===== src/rtl/alu_pkg.sv =====
// alu_pkg -- shared definitions for the sequential ALU.
//   op_e      : 3-bit operation encoding seen on the op port
//   state_e   : control FSM states of seq_alu
//   FLAG_*    : bit positions inside the 4-bit flags bundle {carry, overflow, negative, zero}
//   pack_flags: assembles the flags bundle from its four components
package alu_pkg;

    typedef enum logic [2:0] {
        OP_ADD = 3'b000,
        OP_SUB = 3'b001,
        OP_AND = 3'b010,
        OP_OR  = 3'b011,
        OP_NOT = 3'b100,
        OP_XOR = 3'b101,
        OP_SHL = 3'b110,
        OP_MUL = 3'b111
    } op_e;

    typedef enum logic [1:0] {
        ST_IDLE = 2'd0,
        ST_BUSY = 2'd1,
        ST_DONE = 2'd2
    } state_e;

    localparam int FLAG_CARRY = 3;
    localparam int FLAG_OVF   = 2;
    localparam int FLAG_NEG   = 1;
    localparam int FLAG_ZERO  = 0;

    function automatic logic [3:0] pack_flags(input logic carry, input logic ovf,
                                              input logic neg, input logic zero);
        logic [3:0] f;
        f             = '0;
        f[FLAG_CARRY] = carry;
        f[FLAG_OVF]   = ovf;
        f[FLAG_NEG]   = neg;
        f[FLAG_ZERO]  = zero;
        return f;
    endfunction

endpackage


===== src/rtl/alu_mul_seq.sv =====
// alu_mul_seq -- unsigned shift-add multiplier, one partial product per cycle.
//   clk, rst_n      : clock, asynchronous active-low reset
//   start           : load a/b and begin a new multiplication (pulse)
//   a, b            : WIDTH-bit unsigned operands, sampled on start
//   done            : product valid; stays high until the next start
//   product_lo/hi   : low / high halves of the 2*WIDTH-bit product
module alu_mul_seq
    import alu_pkg::*;
#(
    parameter int WIDTH = 8
) (
    input  logic             clk,
    input  logic             rst_n,
    input  logic             start,
    input  logic [WIDTH-1:0] a,
    input  logic [WIDTH-1:0] b,
    output logic             done,
    output logic [WIDTH-1:0] product_lo,
    output logic [WIDTH-1:0] product_hi
);

    localparam int CW = $clog2(WIDTH + 1);

    logic [2*WIDTH-1:0] mcand_q;   // multiplicand, shifted left each step
    logic [2*WIDTH-1:0] acc_q;     // running partial-product sum
    logic [WIDTH-1:0]   mplier_q;  // multiplier, LSB selects the current step
    logic [CW-1:0]      cnt_q;     // steps completed
    logic               active_q;

    assign done       = active_q && (cnt_q == CW'(WIDTH));
    assign product_lo = acc_q[WIDTH-1:0];
    assign product_hi = acc_q[2*WIDTH-1:WIDTH];

    // NOTE: sequential state uses non-blocking assignments so every register
    // samples the pre-edge value of its neighbours.
    always_ff @(posedge clk or negedge rst_n) begin
        if (!rst_n) begin
            mcand_q  <= '0;
            acc_q    <= '0;
            mplier_q <= '0;
            cnt_q    <= '0;
            active_q <= 1'b0;
        end else if (start) begin
            mcand_q  <= {{WIDTH{1'b0}}, a};
            acc_q    <= '0;
            mplier_q <= b;
            cnt_q    <= '0;
            active_q <= 1'b1;
        end else if (active_q && !done) begin
            if (mplier_q[0]) begin
                acc_q <= acc_q + mcand_q;
            end
            mcand_q  <= mcand_q << 1;
            mplier_q <= mplier_q >> 1;
            cnt_q    <= cnt_q + 1'b1;
        end
    end

endmodule


===== src/rtl/seq_alu.sv =====
// seq_alu -- valid/ready ALU; single-cycle ops finish in one cycle, MUL runs
// through alu_mul_seq and finishes WIDTH+1 cycles after acceptance.
//   clk, rst_n            : clock, asynchronous active-low reset
//   in_valid / in_ready   : input handshake for {a, b, op}
//   a, b, op              : operands and operation select (see alu_pkg::op_e)
//   out_valid / out_ready : output handshake for {result, result_hi, flags}
//   result, result_hi     : result (MUL low/high halves; result_hi is 0 otherwise)
//   flags                 : {carry, overflow, negative, zero}
module seq_alu
    import alu_pkg::*;
#(
    parameter int WIDTH = 8
) (
    input  logic             clk,
    input  logic             rst_n,
    input  logic             in_valid,
    output logic             in_ready,
    input  logic [WIDTH-1:0] a,
    input  logic [WIDTH-1:0] b,
    input  logic [2:0]       op,
    output logic             out_valid,
    input  logic             out_ready,
    output logic [WIDTH-1:0] result,
    output logic [WIDTH-1:0] result_hi,
    output logic [3:0]       flags
);

    localparam int SW = $clog2(WIDTH);

    state_e           state_q;
    logic [WIDTH-1:0] result_q;
    logic [WIDTH-1:0] result_hi_q;
    logic [3:0]       flags_q;

    logic             accept;
    logic             is_mul;
    logic             mul_done;
    logic [WIDTH-1:0] mul_lo;
    logic [WIDTH-1:0] mul_hi;

    logic [WIDTH:0]   sum;
    logic [WIDTH:0]   diff;
    logic [WIDTH:0]   shl_ext;
    logic [SW-1:0]    shamt;
    logic [WIDTH-1:0] alu_res;
    logic             alu_carry;
    logic             alu_ovf;

    // A finished result may be handed off and replaced on the same edge.
    assign in_ready  = (state_q == ST_IDLE) || ((state_q == ST_DONE) && out_ready);
    assign accept    = in_valid && in_ready;
    assign is_mul    = (op_e'(op) == OP_MUL);
    assign out_valid = (state_q == ST_DONE);
    assign result    = result_q;
    assign result_hi = result_hi_q;
    assign flags     = flags_q;

    alu_mul_seq #(.WIDTH(WIDTH)) u_mul (
        .clk        (clk),
        .rst_n      (rst_n),
        .start      (accept && is_mul),
        .a          (a),
        .b          (b),
        .done       (mul_done),
        .product_lo (mul_lo),
        .product_hi (mul_hi)
    );

    // NOTE: every output of this block gets a default first, so no path can
    // leave a value unassigned and infer a latch.
    always_comb begin
        sum       = {1'b0, a} + {1'b0, b};
        diff      = {1'b0, a} - {1'b0, b};   // diff[WIDTH] is the borrow
        shamt     = b[SW-1:0];
        shl_ext   = {1'b0, a} << shamt;      // bit WIDTH holds the last bit shifted out
        alu_res   = '0;
        alu_carry = 1'b0;
        alu_ovf   = 1'b0;
        case (op_e'(op))
            OP_ADD: begin
                alu_res   = sum[WIDTH-1:0];
                alu_carry = sum[WIDTH];
                alu_ovf   = (a[WIDTH-1] == b[WIDTH-1]) && (sum[WIDTH-1] != a[WIDTH-1]);
            end
            OP_SUB: begin
                alu_res   = diff[WIDTH-1:0];
                alu_carry = diff[WIDTH];
                alu_ovf   = (a[WIDTH-1] != b[WIDTH-1]) && (diff[WIDTH-1] != a[WIDTH-1]);
            end
            OP_AND: alu_res = a & b;
            OP_OR:  alu_res = a | b;
            OP_NOT: alu_res = ~a;
            OP_XOR: alu_res = a ^ b;
            OP_SHL: begin
                alu_res   = shl_ext[WIDTH-1:0];
                alu_carry = (shamt != '0) && shl_ext[WIDTH];
            end
            default: ;                        // MUL results come from u_mul
        endcase
    end

    always_ff @(posedge clk or negedge rst_n) begin
        if (!rst_n) begin
            state_q     <= ST_IDLE;
            result_q    <= '0;
            result_hi_q <= '0;
            flags_q     <= '0;
        end else if (accept) begin
            if (is_mul) begin
                state_q <= ST_BUSY;
            end else begin
                state_q     <= ST_DONE;
                result_q    <= alu_res;
                result_hi_q <= '0;
                flags_q     <= pack_flags(alu_carry, alu_ovf, alu_res[WIDTH-1], alu_res == '0);
            end
        end else if ((state_q == ST_DONE) && out_ready) begin
            state_q <= ST_IDLE;
        end else if ((state_q == ST_BUSY) && mul_done) begin
            state_q     <= ST_DONE;
            result_q    <= mul_lo;
            result_hi_q <= mul_hi;
            flags_q     <= pack_flags(mul_hi != '0, mul_hi != '0, mul_hi[WIDTH-1], mul_lo == '0);
        end
    end

endmodule


===== config.mk =====
export PLATFORM = sky130hd
export DESIGN_NAME = seq_alu
export DESIGN_NICKNAME = d
export VERILOG_FILES = /design/src/rtl/alu_pkg.sv /design/src/rtl/alu_mul_seq.sv /design/src/rtl/seq_alu.sv
export SDC_FILE = /design/constraint.sdc
export NUM_CORES = 1
export LEC_CHECK = 0
export CORE_UTILIZATION = 50
export CTS_CLUSTER_SIZE = 10
export DETAILED_ROUTE_END_ITERATION = 6
export PLACE_DENSITY = 0.75
export SYNTH_ARGS = -nofsm -noshare
export SYNTH_HDL_FRONTEND = slang
export SYNTH_HIERARCHICAL = 1
export SYNTH_SLANG_ARGS = --single-unit
export TNS_END_PERCENT = 10

===== constraint.sdc =====
create_clock -name clk -period 2.7 [get_ports clk]
set_input_delay 0.81 -clock clk [delete_from_list [all_inputs] [get_ports clk]]
set_output_delay 0.81 -clock clk [all_outputs]
set_load 0.01 [all_outputs]

# Word-level counts from Yosys, hierarchy flattened
# Cells that the tools add are included.
# word_totals
inputBits	23
rom_bits	0
mem_count	0
regBits	67
out_inout_bits	22
ram_bits	0
elab_cells	85
latchBits	0
# op_classes
add_sub_neg	4
n_lt_le_gt_ge	0
n_reduce_logical	23
mul	0
div	0
eq_ne	16
shifts	1
n_mux	28
bitwise	4
# ops
operator	n
$mux W16	5
$mux W8	10
$pmux W8 S7	1
$mux W4	6
$add A16 B16 Y16	1
$logic_not A8 Y1	2
$eq A3 B3 Y1 const B	4
$add A8 B8 Y9	1
$logic_and A1 B1 Y1	9
$shl A8 B3 Y9	1
$sub A8 B8 Y9	1
$and A8 B8 Y8	1
$mux W2	4
$not A8 Y8	1
$or A8 B8 Y8	1
$reduce_bool A8 Y1	1
$xor A8 B8 Y8	1
$eq A3 B2 Y1 const B	2
$reduce_bool A2 Y1	3
$reduce_bool A3 Y1	2
$add A4 B1 Y4 const B	1
$eq A4 B4 Y1 const B	1
$ne A2 B2 Y1 const B	2
$eq A3 B1 Y1 const B	1
12 further kinds	14

# Longest topological paths before layout
# Gate-level depths: netlist of run 1.
# depth
word_depth	7
ltp_mapped	11
ltp_nobuf	10

# By module
# The synthesis of run 1 kept the hierarchy.
# by_module_without_submodules
mod	cells_each	n_inst	area_each_um2	seq_area_each_um2
alu_mul_seq	276	1	2551.2	1126.1
seq_alu	296	1	2491.1	550.5

# Worst setup path before layout of run 1
# No wires, ideal clock.
# synth_timing
path_type	input port to flip-flop
start	in b[1]
end	reg result_q[7], in the netlist result[7]
path_stages	10
setup_ns	0.126
arrival_time_ns	2.701
n_path_buf	1
path_slack_ns	-0.127
t_required_ns	2.574
path_cell_list	buf_2 > inv_2 > ha_1 > or2_1 > a2111oi_4 > o22ai_2 > mux2i_1 > a211o_1 > a31oi_1 > a21oi_1
# synth_via
elab_chain_cells	4
elab_cells_between_ends	6
classes_between	add/sub (2); shift (1); mux (3)
# synth_lines
element	line_no	rtl
start: declaration	seq_alu.sv:19	input logic [WIDTH-1:0] b,
$sub A8 B8 Y9 (tied with other cells)	seq_alu.sv:73	diff = {1'b0, a} - {1'b0, b};
$pmux W8 S7 *	seq_alu.sv:79	case (op_e'(op))
$mux W8 *	seq_alu.sv:109	if (is_mul) begin
$mux W8 *	seq_alu.sv:108	end else if (accept) begin
end signal: assignment	seq_alu.sv:113	result_q <= alu_res;
end signal: assignment	seq_alu.sv:121	result_q <= mul_lo;
end: declaration	seq_alu.sv:31	logic [WIDTH-1:0] result_q;
# Every way passes the cells marked *; elsewhere a longest branch is shown, timed or not. The select of a mux whose other input is x is not followed.
# A chain may end at the register's enable or synchronous reset.

# Worst setup path in the final report of run 1
# layout_timing
start	in b[0]
end	reg flags_q[2], in the netlist flags[2]
# layout_via
elab_chain_cells	6
elab_cells_between_ends	9
classes_between	add/sub (2); eq/ne (2); mux (3); reduce/logical (2)
# layout_lines
element	line_no	rtl
$sub A8 B8 Y9 / $add A8 B8 Y9 (equally long branches)	seq_alu.sv:73, seq_alu.sv:72	
$ne A1 B1 Y1, on equally long branches	seq_alu.sv:88, seq_alu.sv:83	
$logic_and A1 B1 Y1, on equally long branches	seq_alu.sv:88, seq_alu.sv:83	
$pmux W1 S2 *	seq_alu.sv:79	
$mux W4 *	seq_alu.sv:109	
$mux W4 *	seq_alu.sv:108	
end signal: assignment	seq_alu.sv:115	flags_q <= pack_flags(alu_carry, alu_ovf, alu_res[WIDTH-1], alu_res == '0);
end signal: assignment	seq_alu.sv:123	flags_q <= pack_flags(mul_hi != '0, mul_hi != '0, mul_hi[WIDTH-1], mul_lo == '0);
end: declaration	seq_alu.sv:33	logic [3:0] flags_q;
# Marked as above.

==> impl_metrics.tcl, run 1 <==
set metrics [dict create \
    grt-ovfl-total 0 \
    worst_slew_margin_rel_pct 63.61 \
    worst-path-max-fanout 4 \
    critPathLaunchType "input pin" \
    utilization_pct 69.83 \
    cts.hold.buffers_added 0 \
    layout-drive-gt1-share_pct 26.99 \
    fin_ws_ps 28.50 \
    vias_per_cell 5.769 \
    critPathRequiredTime_ps 2970 \
    dominantRegCellSynth "sky130_fd_sc_hd__dfrtp_1" \
    root_buffer "sky130_fd_sc_hd__clkbuf_8" \
    clock_tree.buffer_depth 2 \
    yosys.cell_types.count 70 \
    layout.cells.most_common_list "sky130_fd_sc_hd__buf_4 (104), sky130_fd_sc_hd__nand2_1 (80), sky130_fd_sc_hd__dfrtp_1 (67)" \
    cts.clk_slew.worst_paths_ps 80 \
    clock_insertion_delay_at_the_later_pin_of_the_skew_report_ps 340 \
    htree_levels 3 \
    die_h_um 102.4 \
    rsz_0062_raised_after_global_routing "yes" \
    total_number_of_vias 4892 \
    dr_iter_0_viols 379 \
    io_buffers 44 \
    finalCriticalPeriod_ps 2671 \
    clock_sinks 67 \
    fp-row-count 36 \
    synth_seq_cells 67 \
    diodes 0 \
    crit_type "input pin to flop" \
    horiz_die_dim_um 102.4 \
    core_area_mm2 0.009774 \
    most_common_cell_after_layout_fill_and_taps_aside "sky130_fd_sc_hd__buf_4" \
    max_slew.worst_pin.slew_ps 542.8 \
    drv.max_cap_violation_count 0 \
    timing.final.max_slew_violations 0 \
    track_usage_pct 29.41 \
    route.antenna.remaining_nets 0 \
    place_congestion 0.9321 \
    num_io_pins 45 \
    syn_area_per_cell_um2 8.815 \
    route.final.wire_length_um 14500 \
    cts-buffers-inserted 9 \
    run_status "finished, final reports clean" \
    synth_cells 572 \
    mappedNetlistNets 640 \
    final_min_period_over_clock_period_pct 98.94 \
    crit_arrival_ps 2940 \
    p_leak_nw 3.166 \
    p_per_area_mw_per_mm2 859.0 \
    synth_edf_count 0 \
    nets 778 \
    max-vdd-ir-drop_uv 535.5 \
    dp_worst_setup_slack_ps -753.7 \
    grt_pass1_wl_um 23640 \
    post_route_drc 0 \
    critPathCaptureType "flop" \
    detailed_place_hpwl_um 11280 \
    drt-pass1-iter-count 5 \
    yosys_warnings 6 \
    fmax_ghz 0.3743 \
    layout-area-overhead-vs-synth_pct 35.36 \
    post_synth_instance_area_mm2 0.005042 \
    grt_pass1_vias 4847 \
    hold_viol_final 0 \
    cts_tree "done" \
    async_flop_share_pct 100.0 \
    number_of_antenna_violations_at_the_first_check_in_global_routing 0 \
    die_area_mm2 0.01049 \
    avgRoutedWirePerCell_um 17.10 \
    setup_viol 0 \
    seq_area_frac_synth_pct 33.25 \
    setup_skew_after_layout_ps 14.36 \
    start_util_pct 51.59 \
    grt_max_degree 45 \
    worstHoldPathType "input pin to asynchronous set/reset pin" \
]
==> final cells by class <==
cell class / count / area, µm²
Tap cell: 133 / 166.4
Clock buffer: 9 / 123.9
Multi-Input combinational cell: 443 / 3308
Timing Repair Buffer: 153 / 1314
Clock inverter: 7 / 98.84
Sequential cell: 67 / 1677
Fill cell: 762 / 2949
Inverter: 36 / 137.6
==> registers in the layout, summed over array words and instances, names as in the netlist <==
signal / cells
flags: 4
result: 8
result_hi: 8
state_q: 2
u_mul/acc_q: 16
u_mul/active_q: 1
u_mul/cnt_q: 4
u_mul/mcand_q: 16
u_mul/mplier_q: 8
==> cell families (layout without fill, tap and decap cells) <==
group	after synthesis	after routing	synth area share, %
buf+inv	62	205	5.310
compound gates	184	184	24.69
xor+xnor	20	20	3.474
mux	23	23	5.732
fa+ha+maj	45	45	11.61
flops	67	67	33.25
simple gates	171	171	15.93
==> worst max-delay path, stage by stage <==
cell and delay (ps):
sky130_fd_sc_hd__dlygate4sd2_1 310, sky130_fd_sc_hd__ha_1 250, sky130_fd_sc_hd__or2_4 260, sky130_fd_sc_hd__a2111oi_4 440
sky130_fd_sc_hd__o22ai_4 120, sky130_fd_sc_hd__buf_4 150, sky130_fd_sc_hd__xnor2_1 120, sky130_fd_sc_hd__o22ai_1 200
sky130_fd_sc_hd__o211ai_1 150, sky130_fd_sc_hd__a21oi_1 140
==> cell usage after synthesis (all sizes together), types with 4 or more instances <==
library cell | n | area, µm²
nand2 | 80 | 300.3
dfrtp | 67 | 1677
o21ai | 53 | 265.3
a21oi | 49 | 256.5
ha | 42 | 525.5
inv | 36 | 135.1
nor2 | 31 | 116.4
mux2i | 18 | 180.2
nand3 | 15 | 75.07
buf | 14 | 87.58
clkbuf | 12 | 45.04
xnor2 | 11 | 96.34
a22o | 10 | 87.58
o22ai | 9 | 62.56
xor2 | 9 | 78.83
nor3 | 8 | 45.04
nand2b | 7 | 43.79
o211ai | 7 | 52.55
a211oi | 5 | 50.05
a21o | 5 | 37.54
a221o | 4 | 40.04
a22oi | 4 | 35.03
a31oi | 4 | 25.02
and3 | 4 | 25.02
mux4 | 4 | 97.59
nand4 | 4 | 25.02
nor2b | 4 | 27.53
nor4 | 4 | 25.02
o21a | 4 | 30.03
o21bai | 4 | 30.03
or2 | 4 | 25.03
==> path summary, 6_finish.rpt <==
path | from | end | slack, ps | cells after the start
min reg2reg | result[1]$_DFFE_PN0P_ | result[1]$_DFFE_PN0P_ | 490 | 2
max | b[0] | flags[2]$_DFFE_PN0P_ | 30 | 10
max in group asynchronous | rst_n | u_mul/mcand_q[4]$_DFFE_PN0P_ | 1630 | 2
min | rst_n | result_hi[6]$_DFFE_PN0P_ | 440 | 1
max reg2reg | u_mul/mcand_q[0]$_DFFE_PN0P_ | u_mul/acc_q[14]$_DFFE_PN0P_ | 150 | 9
min in group clk | result[1]$_DFFE_PN0P_ | result[1]$_DFFE_PN0P_ | 490 | 2
==> per-layer routing <==
| metal | part of all wire (%) | wire [µm] | track usage [%] | vias up |
|---|---|---|---|---|
| met2 | 46 | 6649 | 44.26 | 164 |
| met5 | 0 | 0 | 0 | - |
| met4 | 1.7 | 242 | 9.451 | 0 |
| li1 | - | - | - | 2341 |
| met1 | 47 | 6798 | 42.88 | 2361 |
| met3 | 5.6 | 811 | 4.993 | 26 |
==> timing repair <==
action                                  CTS  global route
endpoints found under the setup margin   12            12
resized for setup                        21            44
pin swaps                                 9            13
setup buffers                             1             2
==> where the power goes <==
part / internal, mW / switching (mW)
Clock: 0.526 / 0.398
Combinational: 1.44 / 1.64
Sequential: 1.44 / 0.420
Total: 3.41 / 2.45
==> metrics by stage <==
step | TNS (ps) | cell area [µm²] | instances | hold slack (ps) | power, mW
2_1_floorplan | 0 | 5066 | 572 | 493.7 | 3.740
3_3_place_gp | -8216 | 6377 | 829 | 453.1 | 4.661
3_5_place_dp | -9595 | 6377 | 829 | 484.1 | 4.805
4_1_cts | -590.2 | 6668 | 846 | 438.3 | 5.769
5_1_grt | -203.6 | 6825 | 848 | 468.3 | 6.313
6_report | 0 | 6825 | 848 | 437.9 | 5.863
(Power assumes the default switching activity.)
==> inputs of run 2 (changes only) <==
==> constraint.sdc (replaced) <==
create_clock -name clk -period 2.7 [get_ports clk]
set_input_delay 0.54 -clock clk [delete_from_list [all_inputs] [get_ports clk]]
set_output_delay 0.54 -clock clk [all_outputs]
set_load 0.01 [all_outputs]
==> run 2 against run 1 <==
Net effect: cell count decreased by 2.6%; largest cell class unchanged; largest power group unchanged; non-clock buffer count down 22; register-to-register slack lost 110 ps; clock power up 3.8%; count of clock-buffer cells in the layout up 1.
==> impl_metrics.tcl, run 2 (synthesis results as in run 1) <==
set metrics [dict create \
    setup_viol 0 \
    drv.max_cap_violation_count 0 \
    cpLargestDelayFamily "compound AO/OA/AOI/OAI gates" \
    clock_tree.buffer_depth 2 \
    core_area_mm2 0.009774 \
    placed_instances 808 \
    final_min_period_over_clock_period_pct 99.05 \
    grt_pass1_wl_um 22900 \
    hold_viol_final 0 \
    setup_skew_after_layout_ps 10.71 \
    most_common_cell_after_layout_fill_and_taps_aside "sky130_fd_sc_hd__buf_4" \
    critPathCaptureType "flop" \
    drt-pass1-iter-count 4 \
    number_of_antenna_violations_at_the_first_check_in_global_routing 0 \
    die_h_um 102.4 \
    grt_pass1_vias 4445 \
    start_util_pct 51.59 \
    track_usage_pct 28.71 \
    clock_sinks 67 \
    grt-ovfl-total 0 \
    route.final.wire_length_um 14730 \
    critPathSlowestCell "sky130_fd_sc_hd__clkdlybuf4s50_1" \
    crit_arrival_ps 2900 \
    htree_levels 3 \
    layout-area-overhead-vs-synth_pct 30.02 \
    diodes 0 \
    route.antenna.remaining_nets 0 \
    max_slew.worst_pin.slew_ps 848.0 \
    num_io_pins 45 \
    reg_top3 "u_mul/acc_q x16, u_mul/mcand_q x16" \
    timing.final.max_slew_violations 0 \
    total_number_of_vias 4816 \
    cts-buffers-inserted 9 \
    finalCriticalPeriod_ps 2674 \
    worstHoldPathType "input pin to asynchronous set/reset pin" \
    p_per_area_mw_per_mm2 886.2 \
    critPathLaunchType "input pin" \
    horiz_die_dim_um 102.4 \
    fp-row-count 36 \
    layout-drive-gt1-share_pct 21.07 \
    fin_cells 826 \
    post_route_drc 0 \
    root_buffer "sky130_fd_sc_hd__clkbuf_8" \
    max-vdd-ir-drop_uv 526.1 \
    die_area_mm2 0.01049 \
    fin_ws_ps 25.77 \
    dp_worst_setup_slack_ps -457.2 \
    dr_iter_0_viols 297 \
    worstPathCellList "clkdlybuf4s50_1 -> buf_6 -> ha_2 -> and2b_4 -> a2111oi_4 -> o22ai_2 -> mux2i_1 -> a211o_1 -> a31oi_2 -> a21oi_1" \
    worst-path-max-fanout 7 \
    layout.cells.most_common_list "sky130_fd_sc_hd__buf_4 (83), sky130_fd_sc_hd__nand2_1 (80), sky130_fd_sc_hd__dfrtp_1 (67)" \
    finish.instance_area_mm2 0.006556 \
    filler_cell_count 830 \
    p_leak_nw 3.020 \
    clock_insertion_delay_at_the_later_pin_of_the_skew_report_ps 340 \
    nets 756 \
    grt_max_degree 68 \
    critPathRequiredTime_ps 2920 \
    worst_slew_margin_rel_pct 43.47 \
    cts_tree "done" \
    holdWs_ps 377.8 \
    instance_area_at_placement_mm2 0.006190 \
    io_buffers 44 \
    run_status "finished, final reports clean" \
    rsz_0062_raised_after_global_routing "yes" \
    buffer_and_inverter_count_on_the_worst_path 2 \
    crit_type "input pin to flop" \
    crit_path_max_incr_delay_ps 490 \
    vias_per_cell 5.831 \
    cts.clk_slew.worst_paths_ps 80 \
    place_congestion 0.9801 \
    fmax_ghz 0.3739 \
    avgRoutedWirePerCell_um 17.84 \
    detailed_place_hpwl_um 11330 \
    cts.hold.buffers_added 0 \
    utilization_pct 67.08 \
]
run 2: cell types whose count changed in the layout (fill, tap and decap cells not counted), moves of 3 or more:
| cell | delta |
|---|---|
| sky130_fd_sc_hd__buf_4 | -21 |
| sky130_fd_sc_hd__clkdlybuf4s50_1 | +10 |
| sky130_fd_sc_hd__dlymetal6s2s_1 | -5 |
| sky130_fd_sc_hd__ha_1 | +5 |
| sky130_fd_sc_hd__ha_2 | -3 |
| sky130_fd_sc_hd__inv_1 | +8 |
| sky130_fd_sc_hd__inv_2 | -7 |
run 2: cell type report:
cell class | instances | area, µm² | share of cell area [%]
multi-input cells | 443 | 3218 | 49.08
flip-flops and latches | 67 | 1677 | 25.57
inverters | 36 | 135.1 | 2.061
clock inverters | 6 | 87.58 | 1.336
repair buffers | 131 | 1135 | 17.31
well taps | 133 | 166.4 | 2.538
clock buffers | 10 | 137.6 | 2.099
run 2: routing by layer:
layer	GRT usage, %	part of all wire (%)
met1	42.59	48
met2	43.85	45
met3	3.830	5.9
met4	7.473	1.6
met5	0	0
run 2: path summary, 6_finish.rpt:
kind                                              start                             to  slack, ps  cells after the start
max in group asynchronous                         rst_n  u_mul/mplier_q[4]$_DFFE_PN0P_       1760                      2
min in group clk                  result[1]$_DFFE_PN0P_          result[1]$_DFFE_PN0P_        470                      2
setup reg to reg           u_mul/mcand_q[0]$_DFFE_PN0P_    u_mul/acc_q[12]$_DFFE_PN0P_         40                      9
setup / recovery                                   a[2]          result[7]$_DFFE_PN0P_         30                     10
hold / removal                                    rst_n       result_hi[2]$_DFFE_PN0P_        380                      2
hold reg to reg                   result[1]$_DFFE_PN0P_          result[1]$_DFFE_PN0P_        470                      2
run 2: where the power goes:
group,switching (mW),internal [mW]
sequential,0.419,1.44
clock,0.412,0.547
combinational,1.61,1.38
run 2: metrics by stage:
step           power (mW)  setup TNS [ps]
2_1_floorplan       3.735               0
6_report            5.810               0
5_1_grt             6.238          -195.6
4_1_cts             5.730          -24.81
3_5_place_dp        4.746           -3303
3_3_place_gp        4.629           -2879
run 2: timing repair:
action,in CTS,in global routing
gates cloned,0,0
pin swaps,6,8
buffers inserted,1,1
endpoints found under the setup margin,5,7
resized for setup,7,20
